`config.mk`:
```
export PLATFORM = sky130hd
export DESIGN_NAME = shift_request_scheduler
export DESIGN_NICKNAME = d
export VERILOG_FILES = /design/src/rtl/shift_request_scheduler.sv
export SDC_FILE = /design/constraint.sdc
export NUM_CORES = 1
export LEC_CHECK = 0
export BUFFER_PORTS_ARGS = -buffer_cell sky130_fd_sc_hd__buf_4
export CAP_MARGIN = 20
export CORE_AREA = 2 2 143 145
export CTS_CLUSTER_DIAMETER = 100
export CTS_CLUSTER_SIZE = 8
export DETAILED_ROUTE_END_ITERATION = 10
export DIE_AREA = 0 0 145 147
export GPL_TIMING_DRIVEN = 0
export SYNTH_ARGS = -nofsm -noshare
export SYNTH_HDL_FRONTEND = slang
export SYNTH_SLANG_ARGS = --single-unit
```
`constraint.sdc`:
```
create_clock -name Clk -period 8.6 [get_ports Clk]
set_input_delay 0.86 -clock Clk [delete_from_list [all_inputs] [get_ports Clk]]
set_output_delay 0.86 -clock Clk [all_outputs]
set_load 0.005 [all_outputs]
```
`src/rtl/shift_request_scheduler.sv`:
```
// Two-requester round-robin scheduler for the shared barrel shifter.
// The winner's operands are held on the shifter inputs for SETTLE_CYCLES clocks,
// then the result is captured and returned over a valid/ready handshake.
module shift_request_scheduler #(
  parameter int unsigned SETTLE_CYCLES = 1
) (
  input  logic        Clk,
  input  logic        Reset,
  input  logic        Req0Valid,
  output logic        Req0Ready,
  input  logic [31:0] Req0IR,
  input  logic [31:0] Req0Rm,
  input  logic [31:0] Req0Rs,
  input  logic        Req0Cin,
  input  logic        Req1Valid,
  output logic        Req1Ready,
  input  logic [31:0] Req1IR,
  input  logic [31:0] Req1Rm,
  input  logic [31:0] Req1Rs,
  input  logic        Req1Cin,
  output logic [31:0] ShIR,
  output logic [31:0] ShRm,
  output logic [31:0] ShRs,
  output logic        ShCin,
  input  logic [31:0] ShOut,
  input  logic        ShCout,
  output logic        RespValid,
  input  logic        RespReady,
  output logic [31:0] RespData,
  output logic        RespCout,
  output logic        RespId
);

  // A zero settle time is meaningless; it behaves as a single settle cycle.
  localparam int unsigned SettleEff = (SETTLE_CYCLES == 0) ? 1 : SETTLE_CYCLES;
  localparam logic [3:0]  CntLoad   = 4'(SettleEff - 1);

  typedef enum logic [1:0] {IDLE, BUSY, DONE} state_t;

  state_t      state_q;
  logic        rr_q;
  logic [3:0]  cnt_q;
  logic [31:0] sh_ir_q, sh_rm_q, sh_rs_q;
  logic        sh_cin_q;
  logic        resp_valid_q;
  logic [31:0] resp_data_q;
  logic        resp_cout_q;
  logic        resp_id_q;

  logic        gnt0, gnt1, gnt_any;
  logic [31:0] ir_d, rm_d, rs_d;
  logic        cin_d;
  logic        bypass_d;

  // Grant decision and winner operand selection; grants only exist in IDLE and never during reset.
  always_comb begin
    gnt0 = 1'b0;
    gnt1 = 1'b0;
    if (state_q == IDLE && !Reset) begin
      if (Req0Valid && Req1Valid) begin
        gnt0 = ~rr_q;
        gnt1 = rr_q;
      end else begin
        gnt0 = Req0Valid;
        gnt1 = Req1Valid;
      end
    end
    gnt_any  = gnt0 | gnt1;
    ir_d     = gnt1 ? Req1IR  : Req0IR;
    rm_d     = gnt1 ? Req1Rm  : Req0Rm;
    rs_d     = gnt1 ? Req1Rs  : Req0Rs;
    cin_d    = gnt1 ? Req1Cin : Req0Cin;
    // Only data-processing register/immediate forms (IR[27:25] = 000/001) need the shifter.
    bypass_d = (ir_d[27:26] != 2'b00);
  end

  // Scheduler FSM with registered shifter drive and response outputs.
  always_ff @(posedge Clk or posedge Reset) begin
    if (Reset) begin
      state_q      <= IDLE;
      rr_q         <= 1'b0;
      cnt_q        <= '0;
      sh_ir_q      <= '0;
      sh_rm_q      <= '0;
      sh_rs_q      <= '0;
      sh_cin_q     <= 1'b0;
      resp_valid_q <= 1'b0;
      resp_data_q  <= '0;
      resp_cout_q  <= 1'b0;
      resp_id_q    <= 1'b0;
    end else begin
      case (state_q)
        IDLE: begin
          if (gnt_any) begin
            sh_ir_q   <= ir_d;
            sh_rm_q   <= rm_d;
            sh_rs_q   <= rs_d;
            sh_cin_q  <= cin_d;
            resp_id_q <= gnt1;
            rr_q      <= ~gnt1;
            cnt_q     <= CntLoad;
            if (bypass_d) begin
              resp_data_q  <= rm_d;
              resp_cout_q  <= cin_d;
              resp_valid_q <= 1'b1;
              state_q      <= DONE;
            end else begin
              state_q <= BUSY;
            end
          end
        end
        BUSY: begin
          if (cnt_q == '0) begin
            resp_data_q  <= ShOut;
            resp_cout_q  <= ShCout;
            resp_valid_q <= 1'b1;
            state_q      <= DONE;
          end else begin
            cnt_q <= cnt_q - 4'd1;
          end
        end
        DONE: begin
          if (RespReady) begin
            resp_valid_q <= 1'b0;
            state_q      <= IDLE;
          end
        end
        default: state_q <= IDLE;
      endcase
    end
  end

  assign Req0Ready = gnt0;
  assign Req1Ready = gnt1;
  assign ShIR      = sh_ir_q;
  assign ShRm      = sh_rm_q;
  assign ShRs      = sh_rs_q;
  assign ShCin     = sh_cin_q;
  assign RespValid = resp_valid_q;
  assign RespData  = resp_data_q;
  assign RespCout  = resp_cout_q;
  assign RespId    = resp_id_q;

endmodule

```
==> results.json <==
{
  "cp.arrival_ns": 2.90,
  "antenna_found_initial": 0,
  "hold_path.class": "reg2reg",
  "cts_sinks": 139,
  "io_pins": 366,
  "final_cells": 1312,
  "ys_seq_area_frac": 0.528,
  "cap_violations": 0,
  "syn2layout_area_growth_pct": 56.7,
  "synth_common_cells": "139 x dfrtp_1, 109 x nand2_1, 67 x inv_1",
  "finalPower_mw": 3.41,
  "core_sq_mm": 0.0198,
  "die_w_um": 145,
  "post-cts-setup-buffers": 0,
  "max_freq_ghz": 0.266,
  "first_pass_iters": 10,
  "cts-root-buf": "clkbuf_16",
  "grt_pass1_wl_um": 39300,
  "fin_skew_ns": 0.00954,
  "finalCritPeriodShare": 0.437,
  "num_rows": 52,
  "synth-seq-cells": 139,
  "synth_cell_types": 37,
  "start_util": 0.332,
  "grt_max_degree": 73,
  "grt_pass1_vias": 6815,
  "critPathRequiredTime_ns": 7.74,
  "clkTransAtPathRegs_ns": 0.06,
  "dp.cells": 1280,
  "vias_per_cell": 5.13,
  "p_per_area_mw_per_mm2": 330,
  "clockBufferDepth": 2,
  "wl_per_cell_um": 19.4,
  "startpoint_type": "input port",
  "overflow": 0,
  "cellLeakagePower_nw": 5.25,
  "dp_hpwl_um": 19000,
  "vias": 6734,
  "synth_edf_count": 0,
  "fin_crit_ns": 3.76,
  "nets": 1263,
  "synth-main-ff-cell": "dfrtp_1",
  "synth_top_area_frac": 0.528,
  "grt_util_all_layers": 0.236,
  "status": "finished clean",
  "gp_congestion": 0.848,
  "hold_viol": 0,
  "clock_latency_ns": 0.42,
  "yosysWarnings": 0,
  "cts_buffers": 17,
  "final_layout_size_suffix_gt1_frac": 0.426,
  "n_antenna_cell": 0,
  "rsz0062_at_grt": "no",
  "finalSetupViolCount": 0,
  "crit_type": "in2out",
  "syn_nets": 878,
  "syn_avg_cell_area_sq_um": 10.2,
  "die-height_um": 147,
  "cts_hold_buf": 0,
  "tritoncts": "built",
  "port_buffers": 365,
  "drt_iter0_drc": 617,
  "synth_area_sq_mm": 0.00659,
  "syn_inst": 644,
  "synth.most_common_cell": "dfrtp_1",
  "crit_path_end_kind": "output port",
  "synth_largest_area_cell": "dfrtp_1",
  "worstPathMaxFanout": 10,
  "async_reset_ff_frac": 1.00,
  "ir_drop_v": 0.000144,
  "die-area_sq_mm": 0.0213,
  "max_slew_margin": 0.565,
  "drt_wl_total_um": 25400,
  "synth_area_leaders": "dfrtp_1 53%, a222oi_1 9.4%, mux2_4 6.4%",
  "cts.htree.levels": 4,
  "cts_resized": 0,
  "slew_violations": 0,
  "setup-tns-final_ns": 0,
  "drc": 0,
  "tightest_slew_ns": 0.653,
  "ant_nets": 0
}
## power by group
part,switching (mW),internal [mW]
Sequential,0.186,0.970
Clock,0.306,0.489
Combinational,0.636,0.821
Total,1.13,2.28
## per-layer routing
| layer | track usage | share of wire | vias to the layer above |
|---|---|---|---|
| li1 | - | - | 3123 |
| met1 | 0.296 | 0.40 | 3253 |
| met2 | 0.406 | 0.50 | 329 |
| met3 | 0.0584 | 0.083 | 29 |
| met4 | 0.0663 | 0.017 | 0 |
| met5 | 0 | 0 | - |
## flip-flops by register name, indices dropped and copies added, names as in the netlist
| register | flops |
|---|---|
| RespData | 32 |
| ShIR | 32 |
| ShRm | 32 |
| ShRs | 32 |
| cnt_q | 4 |
| state_q | 2 |
| RespCout | 1 |
| RespId | 1 |
| RespValid | 1 |
| ShCin | 1 |
| rr_q | 1 |
## cell type report
| class | instances | area (sq um) |
|---|---|---|
| Tap cell | 270 | 338 |
| Fill cell | 1882 | 9510 |
| Buffer | 60 | 293 |
| Sequential cell | 139 | 3480 |
| Clock buffer | 19 | 433 |
| Clock inverter | 13 | 193 |
| Timing Repair Buffer | 366 | 2770 |
| Inverter | 68 | 260 |
| Multi-Input combinational cell | 377 | 2570 |
## critical path: stages
cell      delay, ns
buf_4          0.12
nand2b_1       0.06
clkbuf_1       0.42
nand3_2        0.36
inv_2          0.31
clkbuf_1       0.53
buf_4          0.22
## worst paths after layout
check / start / end / slack [ns] / depth (start not counted)
max reg2reg: state_q[1] / RespData[26] / 5.93 / 7
min: RespValid / RespValid / 0.48 / 1
min in group asynchronous: Reset / ShRs[4] / 0.58 / 2
min reg2reg: RespValid / RespValid / 0.48 / 1
max in group asynchronous: Reset / ShRm[14] / 7.21 / 3
max: Req0Valid / Req1Ready / 4.84 / 7
## cell usage in the layout, fill, tap and decap left out, types with 2 or more instances in the layout
| master | count |
|---|---|
| buf_4 | 366 |
| dfrtp_1 | 139 |
| nand2_1 | 109 |
| inv_1 | 66 |
| a222oi_1 | 62 |
| clkbuf_1 | 42 |
| nor2_1 | 39 |
| a31oi_1 | 35 |
| nand4_1 | 34 |
| o211ai_1 | 33 |
| mux2_4 | 28 |
| clkbuf_16 | 17 |
| buf_1 | 10 |
| nand3_1 | 5 |
| mux2_2 | 5 |
| buf_2 | 4 |
| bufinv_16 | 4 |
| clkinv_4 | 4 |
| nor2b_1 | 3 |
| a21o_1 | 3 |
| inv_6 | 3 |
| nand2b_1 | 2 |
| buf_6 | 2 |
| buf_12 | 2 |
| o21ai_0 | 2 |
| xor2_1 | 2 |
| nor3_1 | 2 |
| ha_1 | 2 |
| clkinvlp_4 | 2 |
## stage by stage
| step | worst slack (ns) | utilization | hold WS, ns | instance area (sq um) |
|---|---|---|---|---|
| floorplan | 4.02 | - | 0.464 | 6590 |
| global placement | 1.89 | 0.487 | 0.467 | 9670 |
| detailed placement | 4.86 | 0.489 | 0.474 | 9700 |
| CTS | 4.84 | 0.521 | 0.487 | 10300 |
| global route | 4.73 | 0.521 | 0.519 | 10300 |
| finish | 4.84 | 0.521 | 0.479 | 10300 |
## cells by family after synthesis
| group | share of synthesized area |
|---|---|
| compound gates | 0.175 |
| simple gates | 0.136 |
| buf+inv | 0.0831 |
| fa+ha+maj | 0.00379 |
| flops | 0.528 |
| xor+xnor | 0.00266 |
| mux | 0.0723 |
Note: power is estimated with default switching activity, not from simulation.
